File: config.mk
export PLATFORM = sky130hd
export DESIGN_NAME = itlb_refill_ctrl
export DESIGN_NICKNAME = d
export VERILOG_FILES = /design/src/rtl/mms_pkg.sv /design/src/rtl/itlb_refill_ctrl.sv
export SDC_FILE = /design/constraint.sdc
export NUM_CORES = 1
export LEC_CHECK = 0
export CORE_UTILIZATION = 44
export CTS_BUF_LIST = sky130_fd_sc_hd__clkbuf_16
export CTS_CLUSTER_DIAMETER = 200
export DETAILED_ROUTE_END_ITERATION = 10
export GPL_ROUTABILITY_DRIVEN = 0
export GPL_TIMING_DRIVEN = 0
export PLACE_DENSITY = 0.95
export SYNTH_ARGS = -nofsm -noshare
export SYNTH_HDL_FRONTEND = slang
export SYNTH_SLANG_ARGS = --single-unit
export TNS_END_PERCENT = 10
File: constraint.sdc
create_clock -name clk_i -period 4.3 [get_ports clk_i]
set_input_delay 1.075 -clock clk_i [delete_from_list [all_inputs] [get_ports clk_i]]
set_output_delay 1.075 -clock clk_i [all_outputs]
set_load 0.02 [all_outputs]
File: src/rtl/mms_pkg.sv
// Shared MMU types and sizes: ITLB geometry, refill FSM state encoding,
// and a small saturating-increment helper for event counters.
`ifndef TLB_ENTRY_SIZE
`define TLB_ENTRY_SIZE 32
`endif

package mms_pkg;

    localparam int TLB_ENTRY_SIZE = `TLB_ENTRY_SIZE;
    localparam int VPN_W          = 27;
    localparam int PTE_W          = 64;
    localparam int TMO_W          = 8;   // walk timeout counter width (limit 1..255)
    localparam int CNT_W          = 16;  // completed-refill counter width

    typedef enum logic [2:0] {
        ST_IDLE,
        ST_REQ,
        ST_WAIT,
        ST_SEL,
        ST_WRITE
    } itlb_refill_state_e;

    // Increment that sticks at all-ones instead of wrapping.
    function automatic logic [CNT_W-1:0] sat_inc(input logic [CNT_W-1:0] v);
        return (&v) ? v : v + 1'b1;
    endfunction

endpackage

File: src/rtl/itlb_refill_ctrl.sv
// ITLB miss refill controller: accepts one miss at a time, issues a page
// walk, waits for the PTE (with timeout), lets the PLRU pick a victim, then
// writes the entry. Flush aborts the refill without fault or write; a walk
// already issued is still drained so the walker never sees a dropped response.
module itlb_refill_ctrl #(
    parameter int ENTRY_N  = `TLB_ENTRY_SIZE,
    parameter int VPN_W    = mms_pkg::VPN_W,
    parameter int PTE_W    = mms_pkg::PTE_W,
    parameter int WALK_TMO = 255
) (
    input  logic               clk_i,
    input  logic               rstn_i,
    input  logic               miss_vld_i,
    input  logic [VPN_W-1:0]   miss_vpn_i,
    output logic               miss_rdy_o,
    input  logic               flush_i,
    output logic               ptw_req_vld_o,
    input  logic               ptw_req_rdy_i,
    output logic [VPN_W-1:0]   ptw_req_vpn_o,
    input  logic               ptw_resp_vld_i,
    input  logic               ptw_resp_err_i,
    input  logic [PTE_W-1:0]   ptw_resp_pte_i,
    output logic               refill_init_en_o,
    input  logic [ENTRY_N-1:0] refill_onehot_i,
    output logic               refill_vld_o,
    output logic               entry_wr_en_o,
    output logic [ENTRY_N-1:0] entry_wr_onehot_o,
    output logic [VPN_W-1:0]   entry_wr_vpn_o,
    output logic [PTE_W-1:0]   entry_wr_pte_o,
    output logic               fault_o,
    output logic               busy_o,
    output logic [15:0]        refill_cnt_o
);
    import mms_pkg::itlb_refill_state_e, mms_pkg::ST_IDLE, mms_pkg::ST_REQ,
           mms_pkg::ST_WAIT, mms_pkg::ST_SEL, mms_pkg::ST_WRITE,
           mms_pkg::TMO_W, mms_pkg::CNT_W, mms_pkg::sat_inc;

    localparam logic [TMO_W-1:0] TMO_LIM = TMO_W'(WALK_TMO);

    itlb_refill_state_e state_q, state_d;
    logic               kill_q, kill_d;
    logic [TMO_W-1:0]   tmo_q, tmo_d, tmo_inc;
    logic [VPN_W-1:0]   vpn_q, vpn_d;
    logic [PTE_W-1:0]   pte_q, pte_d;
    logic               fault_q, fault_d;
    logic [CNT_W-1:0]   refill_cnt_q, refill_cnt_d;
    logic               wr_fire;

    // Next-state and datapath capture; fault is a registered one-cycle pulse.
    always_comb begin
        state_d      = state_q;
        kill_d       = kill_q;
        tmo_d        = tmo_q;
        vpn_d        = vpn_q;
        pte_d        = pte_q;
        fault_d      = 1'b0;
        refill_cnt_d = refill_cnt_q;
        tmo_inc      = tmo_q + 1'b1;
        case (state_q)
            ST_IDLE: begin
                kill_d = 1'b0;
                if (miss_vld_i && !flush_i) begin
                    vpn_d   = miss_vpn_i;
                    state_d = ST_REQ;
                end
            end
            ST_REQ: begin
                // A flushed request still finishes its handshake.
                if (flush_i) kill_d = 1'b1;
                if (ptw_req_rdy_i) begin
                    tmo_d   = '0;
                    state_d = ST_WAIT;
                end
            end
            ST_WAIT: begin
                tmo_d = tmo_inc;
                if (ptw_resp_vld_i) begin
                    state_d = ST_IDLE;
                    if (!(kill_q || flush_i)) begin
                        if (ptw_resp_err_i) begin
                            fault_d = 1'b1;
                        end else begin
                            pte_d   = ptw_resp_pte_i;
                            state_d = ST_SEL;
                        end
                    end
                end else if (tmo_inc == TMO_LIM) begin
                    state_d = ST_IDLE;
                    fault_d = !(kill_q || flush_i);
                end else if (flush_i) begin
                    kill_d = 1'b1;
                end
            end
            // One bubble so the PLRU can register its victim index.
            ST_SEL: state_d = flush_i ? ST_IDLE : ST_WRITE;
            ST_WRITE: begin
                state_d = ST_IDLE;
                if (!flush_i) refill_cnt_d = sat_inc(refill_cnt_q);
            end
            default: state_d = ST_IDLE;
        endcase
    end

    // State and capture registers; reset aborts any refill in flight.
    always_ff @(posedge clk_i or negedge rstn_i) begin
        if (!rstn_i) begin
            state_q      <= ST_IDLE;
            kill_q       <= 1'b0;
            tmo_q        <= '0;
            vpn_q        <= '0;
            pte_q        <= '0;
            fault_q      <= 1'b0;
            refill_cnt_q <= '0;
        end else begin
            state_q      <= state_d;
            kill_q       <= kill_d;
            tmo_q        <= tmo_d;
            vpn_q        <= vpn_d;
            pte_q        <= pte_d;
            fault_q      <= fault_d;
            refill_cnt_q <= refill_cnt_d;
        end
    end

    // Outputs are gated by state so every strobe/bus is zero outside its owner.
    always_comb begin
        wr_fire           = (state_q == ST_WRITE) && !flush_i;
        miss_rdy_o        = (state_q == ST_IDLE) && !flush_i;
        ptw_req_vld_o     = (state_q == ST_REQ);
        ptw_req_vpn_o     = (state_q == ST_REQ) ? vpn_q : '0;
        refill_init_en_o  = (state_q == ST_SEL);
        refill_vld_o      = wr_fire;
        entry_wr_en_o     = wr_fire;
        entry_wr_onehot_o = wr_fire ? refill_onehot_i : '0;
        entry_wr_vpn_o    = wr_fire ? vpn_q : '0;
        entry_wr_pte_o    = wr_fire ? pte_q : '0;
        fault_o           = fault_q;
        busy_o            = (state_q != ST_IDLE);
        refill_cnt_o      = refill_cnt_q;
    end

endmodule

==> results.sh, run 1 <==
export IMPL_synthTopCellsByCount="and2_1, dfrtp_1, mux2_2, mux2_4"
export IMPL_slowest_delay_ps=610
export IMPL_timing_slew_headroom=0.572
export IMPL_place_hpwl_mm=13.7
export IMPL_cts_tree="built"
export IMPL_worstMarginPinSlew_ps=641
export IMPL_total_power_w=0.00459
export IMPL_synthCells=519
export IMPL_placementRows=42
export IMPL_routedWlPerCell_um=17.7
export IMPL_core_area_um2=13400
export IMPL_pin_count=303
export IMPL_grt_overflow=0
export IMPL_p_per_area_nw_per_um2=460
export IMPL_final_antenna_net_count=0
export IMPL_ys_types=38
export IMPL_grt_pass1_wl_mm=28.0
export IMPL_finClkSkew_ps=9.37
export IMPL_maxCapViolCount=0
export IMPL_async_flop_share=1.00
export IMPL_pre_cts_ws_ps=-661
export IMPL_endpoint_kind="primary output"
export IMPL_clock_fmax_mhz=236
export IMPL_layout_setup_ws_ps=57.2
export IMPL_grt_usage=0.258
export IMPL_post_cts_resized=10
export IMPL_avgSynthCellArea_um2=11.7
export IMPL_dieArea_um2=14300
export IMPL_cts_buffers=17
export IMPL_tns_ps=0
export IMPL_finalSetupViolations=0
export IMPL_use_met1=0.261
export IMPL_crit_slowest_cell="clkdlybuf4s50_1"
export IMPL_cp_start_kind="input port"
export IMPL_cts_hold_buf=0
export IMPL_cts_buffer_depth=2
export IMPL_postCtsSetupBuffers=0
export IMPL_hold_viol_final=0
export IMPL_post_synth_main_area_contributors="dfrtp_1, and2_1, mux2_2, mux2_4, o21ai_0"
export IMPL_fin_crit_sh=0.987
export IMPL_diodes=0
export IMPL_vias=5131
export IMPL_area_delta_synth_final_pct=63.6
export IMPL_first_global_vias=5368
export IMPL_path_max_fanout=10
export IMPL_drtPass1Iterations=4
export IMPL_placed_cells=998
export IMPL_busiest_layer="met2"
export IMPL_grt_max_degree=63
export IMPL_clkSinkCount=120
export IMPL_yosysSeqAreaShare=0.493
export IMPL_ys_ff_latch=120
export IMPL_maxSlewViolCount=0
export IMPL_final_nets=974
export IMPL_worstSetupPathType="input port to primary output"
export IMPL_drt_total_wl_mm=18.2
export IMPL_numPortBuffers=302
export IMPL_yosys_area_top_type="dfrtp_1"
export IMPL_fin_cells=1029
export IMPL_ys_flop_type="dfrtp_1"
export IMPL_min_period_ps=4240
export IMPL_clkTransAtPathRegs_ps=50
export IMPL_critPathRequiredTime_ps=3220
export IMPL_viasPerCell=4.99
export IMPL_clk_latency_ps=410
export IMPL_peakVddDrop_v=0.000463
export IMPL_syn_nets=652
export IMPL_synth_warnings=0
export IMPL_cp_cell_sequence="dlygate4sd2_1 -> nor4b_4 -> buf_6 -> buf_4 -> clkbuf_4 -> and2_1 -> clkdlybuf4s50_1"
export IMPL_critPathBufInv=5
export IMPL_synth_top_cell_area_share=0.493
export IMPL_synth_edf_count=0
export IMPL_rsz0062_at_grt="true"
export IMPL_initial_core_util=0.455
export IMPL_h_tree_depth=4
export IMPL_drt_initial_drc_count=219
export IMPL_synth_most_common_cell="and2_1"
export IMPL_drc=0
export IMPL_cts_root_buffer="clkbuf_16"
export IMPL_antenna_found_initial=0
export IMPL_drive_gt1_frac=0.170
export IMPL_worst_endpoint_arrival_ps=3170
export IMPL_die_h_um=120
export IMPL_grt_util_met2=0.476
export IMPL_p_leak_nw=4.78
export IMPL_status="complete, no violations"
export IMPL_hp_class="flop to flop"
export IMPL_grt_use_met3=0.105
export IMPL_path_delay_family="buffers and inverters"
export IMPL_die_w_um=120
export IMPL_syn_cell_area_um2=6100
[sequential cells by signal (all words and copies together), names as in the netlist]
| name | count |
|---|---|
| pte_q | 64 |
| vpn_q | 27 |
| refill_cnt_o | 16 |
| tmo_q | 8 |
| state_q | 3 |
| fault_o | 1 |
| kill_q | 1 |
[cell families (layout without fill, tap and decap cells)]
logic type               Yosys count  after routing  synth area share
AND/OR/NAND/NOR                  224            224             0.230
multiplexers                      93             93             0.195
flip-flops                       120            120             0.493
buffers and inverters             33            367            0.0283
adder cells (fa/ha/maj)            3              3           0.00616
AO/OA/AOI/OAI                     34             34            0.0306
XOR/XNOR                          12             12            0.0172
[where the power goes]
group	total [W]	internal [W]	switching (W)	leakage [nW]
clock	0.00133	0.000831	0.000495	0.279
combinational	0.00141	0.000851	0.000562	2.95
sequential	0.00185	0.00157	0.000279	1.55
[worst paths after layout]
path	from	endpoint	slack, ps	cells past startpoint
max	flush_i	entry_wr_pte_o[39]	60	7
min	tmo_q[7]$_DFFE_PN0P_	tmo_q[7]$_DFFE_PN0P_	490	1
max reg2reg	state_q[1]$_DFFE_PN0P_	pte_q[32]$_DFFE_PN0P_	2350	5
min reg2reg	tmo_q[7]$_DFFE_PN0P_	tmo_q[7]$_DFFE_PN0P_	490	1
max in group asynchronous	rstn_i	pte_q[12]$_DFFE_PN0P_	2960	2
min in group asynchronous	rstn_i	vpn_q[4]$_DFFE_PN0P_	620	1
[placed cells by master (no fill, tap or decap), types with 8 or more instances in the layout]
master,netlist,layout
dfrtp_1,120,120
clkdlybuf4s50_1,0,276
mux2_4,38,38
mux2_2,54,54
a21oi_1,8,8
clkbuf_16,0,17
clkbuf_1,18,14
dlymetal6s2s_1,0,21
nor2_1,11,11
nand3_1,13,13
o21ai_0,18,18
and2_1,152,152
xnor2_1,9,9
nand2_1,17,17
[routing by layer]
metal	wire, µm	up-vias
li1	-	2386
met1	6640	2490
met2	9560	224
met3	1520	31
met4	487	0
met5	0	-
[final cells by class]
type / count / area [µm²]
flip-flops and latches: 120 / 3000
repair buffers: 303 / 3100
clock buffers: 17 / 425
fillers: 865 / 3420
plain buffers: 30 / 179
well taps: 176 / 220
clock inverters: 14 / 118
multi-input cells: 366 / 2920
inverters: 3 / 11.3
[metrics by stage]
step                instance area, µm²  utilization  hold WS, ps
floorplan                         6100            -          444
global route                      9980        0.745          504
finish                            9980        0.745          485
CTS                               9920        0.740          483
global placement                  9340        0.697          476
detailed placement                9370        0.699          479
Power figures use the tool's default switching activity.
==> run 2, diff against run 1 <==
- SLEW_MARGIN: default -> 20
==> results of run 2 <==
Same layout as run 1: the final DEF is identical, and so are final timing and power.
==> edit 1 (config.mk and constraints of run 1) <==
The package constant `VPN_W` goes from 27 to 54.
--- a/src/rtl/mms_pkg.sv
+++ b/src/rtl/mms_pkg.sv
@@ -7,7 +7,7 @@
 package mms_pkg;
 
     localparam int TLB_ENTRY_SIZE = `TLB_ENTRY_SIZE;
-    localparam int VPN_W          = 27;
+    localparam int VPN_W          = 54;
     localparam int PTE_W          = 64;
     localparam int TMO_W          = 8;   // walk timeout counter width (limit 1..255)
     localparam int CNT_W          = 16;  // completed-refill counter width
Ports: changed (resized entry_wr_vpn_o, miss_vpn_i and ptw_req_vpn_o); port bits go from 303 to 384. No check against the original RTL was run, so the function may have changed too.
==> edit 1 against run 1 <==
Synthesized cell count up 21%. Cell area up 19%. Non-clock buffer count up 88. Worst hold slack worse by 1.0 ps. Sequential cell count up 27. Routed wire length up 33%. Largest power group unchanged. Via count up 23%. Highest routed layer unchanged. Combinational power up 43%. Total power up 30%. Worst setup slack better by 77 ps. First-iteration DRC count up 29%. Synthesized area up 19%.
==> edit 1: results (changes against run 1) <==
| Metric | Value |
|---|---|
| Worst-path fanout max | 11 (was 10) |
| Post-synthesis sequential area ratio | 0.506 (was 0.493) |
| Int Power | 4.03 mW (was 3.25 mW) |
| Least-Margin Pin Slew | 671 ps (was 641 ps) |
| 1st-iter DRT viols | 282 (was 219) |
| Combinational Power | 2.01 mW (was 1.41 mW) |
| Post-DP Area | 0.0114 mm2 (was 0.00937 mm2) |
| Pin count of the biggest net entering global routing | 91 (was 63) |
| Seq pwr | 2.37 mW (was 1.85 mW) |
| Static Leakage | 5.86 nW (was 4.78 nW) |
| Synth cell count leaders | and2_1 (207), dfrtp_1 (147), mux2_1 (119), clkbuf_1 (23), xnor2_1 (12) (was and2_1 (152), dfrtp_1 (120), mux2_2 (54), mux2_4 (38)) |
| DR vias/cell | 5.03 (was 4.99) |
| Max incr delay on CP | 630 ps (was 610 ps) |
| Max VDD drop | 406 uV (was 463 uV) |
| Status | completed (unchanged) |
| Yosys cell types | 49 (was 38) |
| Wire per inst | 19.2 um (was 17.7 um) |
| Place WS | -769 ps (was -661 ps) |
| Largest cells by area after synthesis | dfrtp_1 (51%), mux2_1 (18%), and2_1 (18%) (was dfrtp_1 (49%), and2_1 (16%), mux2_2 (10%)) |
| Layout cells sized above 1 | 0.0662 (was 0.170) |
| # resized after CTS | 189 (was 10) |
| Post-Syn Nets | 788 (was 652) |
| First-pass GRT wire length | 35,600 um (was 28,000 um) |
| Critical Path AT | 3090 ps (was 3170 ps) |
| Switching pwr | 1.93 mW (was 1.34 mW) |
| Via count | 6,334 (was 5,131) |
| Vias in the first global route | 6,594 (was 5,368) |
| PortBufs | 383 (was 302) |
| Clock skew | 6.55 ps (was 9.37 ps) |
[edit 1: cell families (layout without fill, tap and decap cells)]
group / Yosys count / after routing / share of synthesized area
multiplexers: 119 / 119 / 0.184
AO/OA/AOI/OAI: 38 / 38 / 0.0368
buffers and inverters: 44 / 458 / 0.0251
adder cells (fa/ha/maj): 3 / 3 / 0.00517
XOR/XNOR: 14 / 14 / 0.0169
AND/OR/NAND/NOR: 263 / 263 / 0.225
flip-flops: 147 / 147 / 0.506
[edit 1: path summary, 6_finish.rpt]
path	startpoint	to	slack (ps)	cells past startpoint
max in group asynchronous	rstn_i	refill_cnt_o[0]	2820	2
setup reg to reg	refill_cnt_o[0]	refill_cnt_o[1]	2120	6
hold / removal	pte_q[20]	pte_q[20]	480	1
hold reg to reg	pte_q[20]	pte_q[20]	480	1
setup / recovery	flush_i	entry_wr_pte_o[56]	130	6
min in group asynchronous	rstn_i	pte_q[36]	640	1
[edit 1: per-layer routing]
| layer | global-route usage | part of all wire | vias to the layer above |
|---|---|---|---|
| met5 | 0 | 0 | - |
| met4 | 0.127 | 0.033 | 0 |
| met3 | 0.0871 | 0.075 | 49 |
| met2 | 0.509 | 0.52 | 268 |
| met1 | 0.300 | 0.37 | 3103 |
| li1 | - | - | 2914 |
[edit 1: area by class of cell]
| type | count | area, um2 |
|---|---|---|
| Tap cell | 216 | 270 |
| Fill cell | 1118 | 4110 |
| Sequential cell | 147 | 3680 |
| Clock buffer | 17 | 425 |
| Timing Repair Buffer | 384 | 3690 |
| Clock inverter | 14 | 194 |
| Multi-Input combinational cell | 437 | 3410 |
| Inverter | 6 | 22.5 |
| Buffer | 37 | 209 |
[edit 1: worst register-to-register path: stages, from the launching register on]
cell and delay, ps:
dfrtp_1 410, ha_1 250, nand2_1 160, or4_1 510, clkbuf_1 210, o21ai_2 200, mux2_1 340
==> edit 2 (settings of run 1) <==
Without the edit above. Make the reset (`rstn_i`) synchronous in one clocked block.
--- a/src/rtl/itlb_refill_ctrl.sv
+++ b/src/rtl/itlb_refill_ctrl.sv
@@ -102,7 +102,7 @@
     end
 
     // State and capture registers; reset aborts any refill in flight.
-    always_ff @(posedge clk_i or negedge rstn_i) begin
+    always_ff @(posedge clk_i) begin
         if (!rstn_i) begin
             state_q      <= ST_IDLE;
             kill_q       <= 1'b0;
Formal check against the unedited RTL: differs if rstn_i is asserted again (counterexample within 4 cycles, from zero or initial values and one cycle with rstn_i low); with rstn_i held inactive, the same outputs for 10 cycles.
==> edit 2 against run 1 <==
Synthesized area down 7.2%. Cell area down 4.8%. Count of clock-buffer cells in the layout unchanged. Sequential cell count unchanged. Register-to-register slack worse by 540 ps. Critical path type unchanged. Worst setup slack worse by 6.9 ps. Largest cell class unchanged. Worst hold slack worse by 38 ps. Non-clock buffer count up 20. Global-route usage up 4.1 points. Routed wire length up 11%.
Power is not compared: it rests on default switching activity, and its combinational part moved more than twofold at a synthesized area within 25%.
==> edit 2: results (changes against run 1) <==
| Metric | Value |
|---|---|
| Status | completed (unchanged) |
| Max incr delay on CP | 610 ps (about the same) |
| Top reg by flops | pte_q (unchanged) |
| Post-DP Area | 0.00889 mm2 (was 0.00937 mm2) |
| Largest cells by area after synthesis | dfxtp_1 (42%), and2_1 (17%), nand2_1 (13%) (was dfrtp_1 (49%), and2_1 (16%), mux2_2 (10%)) |
| Hold Path Class | flip-flop to flip-flop (unchanged) |
| Pin count of the biggest net entering global routing | 17 (was 63) |
| Primary FF master, synth | dfxtp_1 (was dfrtp_1) |
| Clock slew at reported path FFs | 50 ps (about the same) |
| Met3 wire len | 1580 um (was 1520 um) |
| Yosys cell types | 45 (was 38) |
| Async set-or-reset flop fraction in the synthesized netlist | 0 (was 1.00) |
| Layout cells sized above 1 | 0.0563 (was 0.170) |
| Clock skew | 10.5 ps (was 9.37 ps) |
| Routed wl met2 | 10,100 um (was 9560 um) |
| Cell total after placement | 1,223 (was 998) |
| Post-synthesis sequential area ratio | 0.425 (was 0.493) |
| DR vias/cell | 5.08 (was 4.99) |
| Post-Syn Nets | 882 (was 652) |
| Routed WL | 20,200 um (was 18,200 um) |
| CTS max path bufs | 2 (unchanged) |
| Mapped Avg Cell Area | 7.55 um2 (was 11.7 um2) |
| Root Buffer | clkbuf_16 (unchanged) |
| Initial antenna violation count | 0 (unchanged) |
| Max-slew headroom | 0.494 (was 0.572) |
| Place WS | -1090 ps (was -661 ps) |
| Worst-path fanout max | 10 (unchanged) |
| Vias in the first global route | 6,075 (was 5,368) |
| CP max stage cell | clkdlybuf4s50_1 (unchanged) |
| Detail Placement HPWL | 14,700 um (was 13,700 um) |
| Clock Latency Late Sink | 410 ps (about the same) |
| H-tree depth | 4 (unchanged) |
| Critical Path AT | 3170 ps (about the same) |
| Max VDD drop | 319 uV |
| Switching pwr | 628 uW |
| 1st-iter DRT viols | 435 (was 219) |
| Tot GR Track Use | 0.299 (was 0.258) |
| Met1 wire length | 7320 um (was 6640 um) |
| YS warnings | 0 (unchanged) |
| PortBufs | 302 (unchanged) |
| Max reg flops | 64 (unchanged) |
| DRT Pass-1 Iters | 7 (was 4) |
| First-pass GRT wire length | 30,300 um (was 28,000 um) |
| CTS buffer count | 17 (unchanged) |
| DR top layer | met4 (unchanged) |
| Via count | 6,396 (was 5,131) |
| Static Leakage | roughly 3.8 nW |
| Synth cell count leaders | nand2_1 (196), and2_1 (157), dfxtp_1 (120), a21oi_1 (99), clkbuf_1 (42) (was and2_1 (152), dfrtp_1 (120), mux2_2 (54), mux2_4 (38)) |
==> edit 2: cells by family after synthesis <==
family | count (synthesis) | share of synthesized area
AND/OR/NAND/NOR | 425 | 0.379
AO/OA/AOI/OAI | 126 | 0.121
flip-flops | 120 | 0.425
buffers and inverters | 59 | 0.0438
XOR/XNOR | 16 | 0.0248
adder cells (fa/ha/maj) | 3 | 0.00664
==> edit 2: final timing paths <==
| kind | cells after the start | end | slack (ps) | from |
|---|---|---|---|---|
| max | 7 | entry_wr_vpn_o[19] | 50 | flush_i |
| min | 2 | pte_q[46] | 450 | pte_q[46] |
| min reg2reg | 2 | pte_q[46] | 450 | pte_q[46] |
| max reg2reg | 7 | pte_q[47] | 1810 | state_q[1] |
==> edit 2: timing repair <==
item / CTS / global route
setup buffers: 0 / 0
gates cloned: 0 / 0
hold endpoints to repair: 0 / 0
setup endpoints to repair: 125 / 26
resized for setup: 81 / 7
==> edit 2: cell type report <==
class	count	area (um2)
clock inverters	15	208
flip-flops and latches	120	2400
diodes	3	7.51
plain buffers	51	245
fillers	908	3070
well taps	172	215
inverters	8	32.5
repair buffers	302	2960
clock buffers	17	425
multi-input cells	570	3010
==> edit 2: metal layers <==
metal,GRT usage,vias up
met5,0,-
met4,0.214,0
met3,0.0796,76
met2,0.531,323
met1,0.305,2914
li1,-,3083
==> edit 2: worst max-delay path: cells and delay by family <==
kind,cells,cell delay (ps)
and+or+nand+nor,2,690
buffers and inverters,5,1410
==> edit 2: power groups by stage <==
stage | clock network [mW] | registers (mW) | logic, mW
floorplan | 0 | 1.16 | 0.0885
detailed placement | 0 | 1.17 | 0.252
finish | 1.52 | 1.15 | 0.258
global placement | 0 | 1.17 | 0.247
global route | 1.59 | 1.15 | 0.276
CTS | 1.54 | 1.15 | 0.256
